**config.mk**
```make
export PLATFORM = sky130hd
export DESIGN_NAME = reservation_station_array
export DESIGN_NICKNAME = d
export VERILOG_FILES = /design/src/rtl/rs_pkg.sv /design/src/rtl/rs_entry.sv /design/src/rtl/reservation_station_array.sv
export SDC_FILE = /design/constraint.sdc
export NUM_CORES = 1
export LEC_CHECK = 0
export CAP_MARGIN = 20
export CORE_ASPECT_RATIO = 1.5
export CORE_UTILIZATION = 42
export DETAILED_ROUTE_END_ITERATION = 8
export SKIP_CTS_REPAIR_TIMING = 1
export SYNTH_ARGS = -nofsm -noshare
export SYNTH_HDL_FRONTEND = slang
export SYNTH_SLANG_ARGS = --single-unit
```
**constraint.sdc**
```tcl
create_clock -name clk -period 9.1 [get_ports clk]
set_clock_uncertainty 0.15 [all_clocks]
set_input_delay 2.275 -clock clk [delete_from_list [all_inputs] [get_ports clk]]
set_output_delay 2.275 -clock clk [all_outputs]
set_load 0.005 [all_outputs]
```
**src/rtl/rs_pkg.sv**
```systemverilog
// Shared types and helpers for the reservation station array.
// The optional age-ordered issue select is enabled by defining RS_AGE_ORDER_EN.
package rs_pkg;

  localparam int XLEN_DEF      = 32;
  localparam int TAG_WIDTH_DEF = 6;
  localparam int OP_WIDTH_DEF  = 4;
  localparam int TAG_NONE      = 0;
  localparam int MAX_DEPTH     = 32;

  // Widths follow the default configuration; one slot's architectural state.
  typedef struct packed {
    logic                     busy;
    logic [TAG_WIDTH_DEF-1:0] q1;
    logic [XLEN_DEF-1:0]      v1;
    logic [TAG_WIDTH_DEF-1:0] q2;
    logic [XLEN_DEF-1:0]      v2;
    logic [OP_WIDTH_DEF-1:0]  op;
    logic [TAG_WIDTH_DEF-1:0] rob_tag;
  } rs_entry_t;

  function automatic logic [MAX_DEPTH-1:0] lowest_onehot(input logic [MAX_DEPTH-1:0] v);
    return v & (~v + MAX_DEPTH'(1));
  endfunction

endpackage

```
**src/rtl/rs_entry.sv**
```systemverilog
// One reservation-station slot: operand registers, parallel CDB snoop with
// lowest-port priority, and bypass of a broadcast arriving in the allocation cycle.
module rs_entry
  import rs_pkg::*;
#(
  parameter int XLEN      = 32,
  parameter int TAG_WIDTH = 6,
  parameter int OP_WIDTH  = 4,
  parameter int CDB_PORTS = 2
) (
  input  logic                          clk,
  input  logic                          reset,
  input  logic                          flush_i,
  input  logic                          alloc_i,
  input  logic                          free_i,
  input  logic [TAG_WIDTH-1:0]          q1_i,
  input  logic [TAG_WIDTH-1:0]          q2_i,
  input  logic [XLEN-1:0]               v1_i,
  input  logic [XLEN-1:0]               v2_i,
  input  logic [OP_WIDTH-1:0]           op_i,
  input  logic [TAG_WIDTH-1:0]          rob_tag_i,
  input  logic [CDB_PORTS-1:0]          cdb_active_i,
  input  logic [CDB_PORTS*TAG_WIDTH-1:0] cdb_tag_i,
  input  logic [CDB_PORTS*XLEN-1:0]     cdb_data_i,
  output logic                          busy_o,
  output logic                          ready_o,
  output logic [XLEN-1:0]               v1_o,
  output logic [XLEN-1:0]               v2_o,
  output logic [OP_WIDTH-1:0]           op_o,
  output logic [TAG_WIDTH-1:0]          rob_tag_o
);

  logic                 busy_q, busy_d;
  logic [TAG_WIDTH-1:0] q1_q, q1_d, q2_q, q2_d, rob_q, rob_d;
  logic [XLEN-1:0]      v1_q, v1_d, v2_q, v2_d;
  logic [OP_WIDTH-1:0]  op_q, op_d;
  logic [TAG_WIDTH-1:0] q1_s, q2_s;
  logic [XLEN-1:0]      v1_s, v2_s;

  // Ports are scanned high to low so the lowest matching port is written last.
  function automatic logic [TAG_WIDTH+XLEN-1:0] snoop(input logic [TAG_WIDTH-1:0] q,
                                                      input logic [XLEN-1:0] v);
    logic [TAG_WIDTH-1:0] q_r;
    logic [XLEN-1:0]      v_r;
    q_r = q;
    v_r = v;
    for (int p = CDB_PORTS - 1; p >= 0; p--) begin
      if (cdb_active_i[p] && (q != TAG_WIDTH'(TAG_NONE)) &&
          (cdb_tag_i[p*TAG_WIDTH +: TAG_WIDTH] == q)) begin
        q_r = TAG_WIDTH'(TAG_NONE);
        v_r = cdb_data_i[p*XLEN +: XLEN];
      end
    end
    return {q_r, v_r};
  endfunction

  always_comb begin
    {q1_s, v1_s} = snoop(alloc_i ? q1_i : q1_q, alloc_i ? v1_i : v1_q);
    {q2_s, v2_s} = snoop(alloc_i ? q2_i : q2_q, alloc_i ? v2_i : v2_q);
    busy_d = busy_q;
    q1_d   = q1_q;
    v1_d   = v1_q;
    q2_d   = q2_q;
    v2_d   = v2_q;
    op_d   = op_q;
    rob_d  = rob_q;
    if (flush_i || (free_i && !alloc_i)) begin
      busy_d = 1'b0;
      q1_d   = '0;
      v1_d   = '0;
      q2_d   = '0;
      v2_d   = '0;
      op_d   = '0;
      rob_d  = '0;
    end else if (alloc_i) begin
      busy_d = 1'b1;
      q1_d   = q1_s;
      v1_d   = v1_s;
      q2_d   = q2_s;
      v2_d   = v2_s;
      op_d   = op_i;
      rob_d  = rob_tag_i;
    end else if (busy_q) begin
      q1_d = q1_s;
      v1_d = v1_s;
      q2_d = q2_s;
      v2_d = v2_s;
    end
  end

  always_ff @(posedge clk or negedge reset) begin
    if (!reset) begin
      busy_q <= 1'b0;
      q1_q   <= '0;
      v1_q   <= '0;
      q2_q   <= '0;
      v2_q   <= '0;
      op_q   <= '0;
      rob_q  <= '0;
    end else begin
      busy_q <= busy_d;
      q1_q   <= q1_d;
      v1_q   <= v1_d;
      q2_q   <= q2_d;
      v2_q   <= v2_d;
      op_q   <= op_d;
      rob_q  <= rob_d;
    end
  end

  assign busy_o    = busy_q;
  assign ready_o   = busy_q && (q1_q == TAG_WIDTH'(TAG_NONE)) && (q2_q == TAG_WIDTH'(TAG_NONE));
  assign v1_o      = v1_q;
  assign v2_o      = v2_q;
  assign op_o      = op_q;
  assign rob_tag_o = rob_q;

endmodule

```
**src/rtl/reservation_station_array.sv**
```systemverilog
// DEPTH-entry reservation station: free-slot allocation, issue select and handshake.
// Define RS_AGE_ORDER_EN to issue the oldest ready entry instead of the lowest index.
module reservation_station_array
  import rs_pkg::*;
#(
  parameter int XLEN      = 32,
  parameter int TAG_WIDTH = 6,
  parameter int DEPTH     = 4,
  parameter int CDB_PORTS = 2,
  parameter int OP_WIDTH  = 4
) (
  input  logic                           clk,
  input  logic                           reset,
  input  logic                           flush,
  input  logic                           alloc_valid,
  output logic                           alloc_ready,
  input  logic [TAG_WIDTH-1:0]           q1_in,
  input  logic [TAG_WIDTH-1:0]           q2_in,
  input  logic [XLEN-1:0]                v1_in,
  input  logic [XLEN-1:0]                v2_in,
  input  logic [OP_WIDTH-1:0]            op_in,
  input  logic [TAG_WIDTH-1:0]           rob_tag_in,
  input  logic [CDB_PORTS-1:0]           cdb_active,
  input  logic [CDB_PORTS*TAG_WIDTH-1:0] cdb_tag,
  input  logic [CDB_PORTS*XLEN-1:0]      cdb_data,
  output logic                           issue_valid,
  input  logic                           issue_ready,
  output logic [XLEN-1:0]                issue_v1,
  output logic [XLEN-1:0]                issue_v2,
  output logic [OP_WIDTH-1:0]            issue_op,
  output logic [TAG_WIDTH-1:0]           issue_rob_tag,
  output logic [$clog2(DEPTH+1)-1:0]     occupancy
);

  localparam int CNT_W = $clog2(DEPTH + 1);

  logic [DEPTH-1:0]     busy, ready, alloc_sel, issue_sel, alloc_we, free_we;
  logic [MAX_DEPTH-1:0] free_vec;
  logic [XLEN-1:0]      ent_v1 [DEPTH];
  logic [XLEN-1:0]      ent_v2 [DEPTH];
  logic [OP_WIDTH-1:0]  ent_op [DEPTH];
  logic [TAG_WIDTH-1:0] ent_rob [DEPTH];
  logic                 alloc_fire, issue_fire;

  generate
    for (genvar gi = 0; gi < DEPTH; gi++) begin : g_entry
      rs_entry #(
        .XLEN(XLEN), .TAG_WIDTH(TAG_WIDTH), .OP_WIDTH(OP_WIDTH), .CDB_PORTS(CDB_PORTS)
      ) u_entry (
        .clk(clk), .reset(reset), .flush_i(flush),
        .alloc_i(alloc_we[gi]), .free_i(free_we[gi]),
        .q1_i(q1_in), .q2_i(q2_in), .v1_i(v1_in), .v2_i(v2_in),
        .op_i(op_in), .rob_tag_i(rob_tag_in),
        .cdb_active_i(cdb_active), .cdb_tag_i(cdb_tag), .cdb_data_i(cdb_data),
        .busy_o(busy[gi]), .ready_o(ready[gi]),
        .v1_o(ent_v1[gi]), .v2_o(ent_v2[gi]), .op_o(ent_op[gi]), .rob_tag_o(ent_rob[gi])
      );
    end
  endgenerate

  always_comb begin
    occupancy = '0;
    for (int i = 0; i < DEPTH; i++) occupancy = occupancy + CNT_W'(busy[i]);
  end

  always_comb begin
    free_vec = '0;
    free_vec[DEPTH-1:0] = ~busy;
    alloc_sel = DEPTH'(lowest_onehot(free_vec));
  end

  assign alloc_ready = (occupancy != CNT_W'(DEPTH));
  assign issue_valid = |ready;
  assign alloc_fire  = alloc_valid && alloc_ready && !flush;
  assign issue_fire  = issue_valid && issue_ready && !flush;
  assign alloc_we    = alloc_fire ? alloc_sel : '0;
  assign free_we     = issue_fire ? issue_sel : '0;

`ifdef RS_AGE_ORDER_EN
  // age_q[i][j] set means entry j was allocated before entry i.
  logic [DEPTH-1:0] age_q [DEPTH];

  generate
    for (genvar gi = 0; gi < DEPTH; gi++) begin : g_age_sel
      assign issue_sel[gi] = ready[gi] && ((age_q[gi] & ready) == '0);
    end
  endgenerate

  always_ff @(posedge clk or negedge reset) begin
    if (!reset) begin
      for (int i = 0; i < DEPTH; i++) age_q[i] <= '0;
    end else if (flush) begin
      for (int i = 0; i < DEPTH; i++) age_q[i] <= '0;
    end else begin
      for (int i = 0; i < DEPTH; i++) begin
        if (alloc_we[i])     age_q[i] <= busy & ~free_we;
        else if (free_we[i]) age_q[i] <= '0;
        else                 age_q[i] <= age_q[i] & ~free_we & ~alloc_we;
      end
    end
  end
`else
  logic [MAX_DEPTH-1:0] ready_vec;

  always_comb begin
    ready_vec = '0;
    ready_vec[DEPTH-1:0] = ready;
    issue_sel = DEPTH'(lowest_onehot(ready_vec));
  end
`endif

  always_comb begin
    issue_v1      = '0;
    issue_v2      = '0;
    issue_op      = '0;
    issue_rob_tag = '0;
    for (int i = 0; i < DEPTH; i++) begin
      if (issue_sel[i]) begin
        issue_v1      = issue_v1 | ent_v1[i];
        issue_v2      = issue_v2 | ent_v2[i];
        issue_op      = issue_op | ent_op[i];
        issue_rob_tag = issue_rob_tag | ent_rob[i];
      end
    end
  end

endmodule

```
==> flow_metrics.tcl <==
set metrics [dict create \
    gp_congestion 0.958 \
    drive_above_1_share_pct 10.2 \
    synth_flop_cell "dfrtp_1" \
    crit_buf_inv 2 \
    grt_pass1_wl_um 144000 \
    crit_arrival_ns 4.76 \
    die_height_um 291 \
    yosysTopAreaCellShare_pct 37.3 \
    start_util_pct 42.6 \
    io_pins 248 \
    drc 0 \
    power.density_mw_per_mm2 148 \
    path_cells "or4_1 > nor3_1 > and3_2 > nor4_2 > buf_4 > a221o_1 > clkdlybuf4s50_1" \
    synth_top_cell_by_area "dfrtp_1" \
    post_drt_wl_per_cell_um 28.7 \
    clock.fmax_mhz 139 \
    max_stage_delay_ns 0.91 \
    ant_nets 0 \
    cts_tree "done" \
    synth.top_cells.by_count "dfrtp_1 (348), a21oi_1 (269), mux2i_1 (239)" \
    gr-usage-all-layers_pct 33.3 \
    port_buffers 247 \
    setup_viol 0 \
    viasPerCell 6.76 \
    maxSlewViolCount 0 \
    period_share_pct 79.0 \
    period_minus_slack_ns 7.19 \
    grt_antenna_before_repair 2 \
    synth_seq_cells 348 \
    vias 22700 \
    grt_overflow_total 0 \
    finalHoldViolCount 0 \
    placement.cell_area_mm2 0.0263 \
    syn_area_mm2 0.0234 \
    cts.sink_count 348 \
    avgSynthCellArea_um2 9.22 \
    h-tree-depth 2 \
    dpl.hpwl_um 58500 \
    firstDrtPassIters 6 \
    synthCells 2534 \
    fp-row-count 105 \
    worst_slew_pin_slew_ns 1.08 \
    clk_path_buf_depth 3 \
    worstPathRequired_ns 6.68 \
    hold_path_class "reg2reg" \
    wl_um 96200 \
    synth_fp_nets 2708 \
    finalSetupTns_ns 0 \
    final_cell_area_mm2 0.0277 \
    synth_seq_area_share_pct 37.3 \
    path_delay_family "simple AND/OR/NAND/NOR gates" \
    cp-end-kind "primary output" \
    cts_root_buffer "clkbuf_16" \
    fillCellCount 5021 \
    status "finished, final reports clean" \
    clk_pin_slew_worst_paths_ns 0.06 \
    leakagePower_uw 0.0123 \
    synthTopCellsByArea "dfrtp_1 (37%), mux2i_1 (10%), a21oi_1 (5.8%)" \
    seq_area_mm2 0.00871 \
    rsz0062_at_grt "false" \
    yosysUniqueCellTypes 82 \
    path_max_fanout 61 \
    clkLatencyLatePin_ns 0.55 \
    grt_pass1_vias 22800 \
    die_area_mm2 0.0566 \
    synthMostInstantiatedCell "dfrtp_1" \
    nets 2803 \
    chipWidth_um 195 \
    synth_edf_count 0 \
    peakVddDrop_mv 0.103 \
    drv_cap 0 \
    multiInputGateArea_mm2 0.0137 \
    coreArea_mm2 0.0548 \
    async_flop_share_pct 100 \
    relSlewSlack_pct 27.8 \
    cts_buffers 38 \
    grt_max_degree 181 \
    slowest_stage "and3_2" \
    synth_warnings 0 \
    area_delta_synth_final_pct 18.7 \
    drtIter0Drc 2349 \
    startpoint_type "flip-flop" \
    path_class "reg2out" \
]
[final timing paths]
path                                                              start  cells past startpoint                                       to  slack, ns
worst max-delay path             g_entry[1].u_entry.q2_q[2]$_DFFE_PN0P_                      7                             issue_v1[31]       1.91
worst min-delay path            g_entry[2].u_entry.v2_o[31]$_DFFE_PN0P_                      2  g_entry[2].u_entry.v2_o[31]$_DFFE_PN0P_       0.33
worst max register to register    g_entry[1].u_entry.busy_o$_DFFE_PN0N_                     14  g_entry[0].u_entry.v2_o[28]$_DFFE_PN0P_       2.80
worst min register to register  g_entry[2].u_entry.v2_o[31]$_DFFE_PN0P_                      2  g_entry[2].u_entry.v2_o[31]$_DFFE_PN0P_       0.33
max in group asynchronous                                         reset                      2   g_entry[3].u_entry.v2_o[8]$_DFFE_PN0P_       5.50
min in group asynchronous                                         reset                      1  g_entry[2].u_entry.v2_o[27]$_DFFE_PN0P_       1.64
[flip-flops by register name (all words and copies together), names as in the netlist]
name and cells:
g_entry.u_entry.op_o 16, g_entry.u_entry.q2_q 24, g_entry.u_entry.v1_o 128, g_entry.u_entry.q1_q 24
g_entry.u_entry.v2_o 128, g_entry.u_entry.busy_o 4, g_entry.u_entry.rob_tag_o 24
[per-stage QoR]
step                      hold slack [ns]  total power (uW)  cells  setup WS [ns]  utilization (%)
after detailed placement            0.320              2370   3283           1.66             48.1
after floorplan                     0.299              2050   2534           3.95                -
after CTS                           0.334              4110   3352           2.05             50.6
after global routing                0.355              4230   3355           1.84             50.6
after global placement              0.317              2350   3281           1.83             48.0
final                               0.334              4100   3355           1.91             50.6
[power by group]
| part | switching, uW | internal (uW) | leakage (uW) | total (uW) |
|---|---|---|---|---|
| registers | 64.6 | 1640 | 0.00468 | 1710 |
| logic | 391 | 255 | 0.00690 | 646 |
| clock network | 694 | 1050 | 0.000681 | 1750 |
[worst reg2reg max path, delay by kind of cell, from the launching register on]
family          cells  cell delay, ns
compound gates      3            0.98
fa+ha+maj           3            1.09
buf+inv             3            1.12
flops               1            0.74
simple gates        5            2.14
[cells by family after synthesis]
group | synth area share, %
flip-flops | 37.3
adder cells (fa/ha/maj) | 0.300
multiplexers | 16.5
buffers and inverters | 5.00
XOR/XNOR | 1.84
AO/OA/AOI/OAI | 25.3
AND/OR/NAND/NOR | 13.8
[layout make-up]
class                           count  area share [%]
Clock buffer                       47            3.81
Antenna cell                        2          0.0180
Tap cell                          695            3.14
Multi-Input combinational cell   1906            49.4
Inverter                           30           0.406
Sequential cell                   348            31.4
Clock inverter                     22            1.16
Timing Repair Buffer              305            10.7
[placed cells by master, fill, tap and decap left out, types with 76 or more instances in the layout]
| master | count |
|---|---|
| dfrtp_1 | 348 |
| a21oi_1 | 267 |
| clkdlybuf4s50_1 | 246 |
| mux2i_1 | 239 |
| nand2_1 | 189 |
| nor2_1 | 150 |
| nand3_1 | 149 |
| a22o_1 | 140 |
| o21ai_0 | 99 |
| a221o_1 | 76 |
[metal layers]
metal  global-route usage, %  share of wire [%]
met2                    54.2                 47
met5                       0                  0
met1                    42.1                 39
met3                    4.60                8.1
met4                    19.3                5.7
Note: power is estimated with default switching activity, not from simulation.
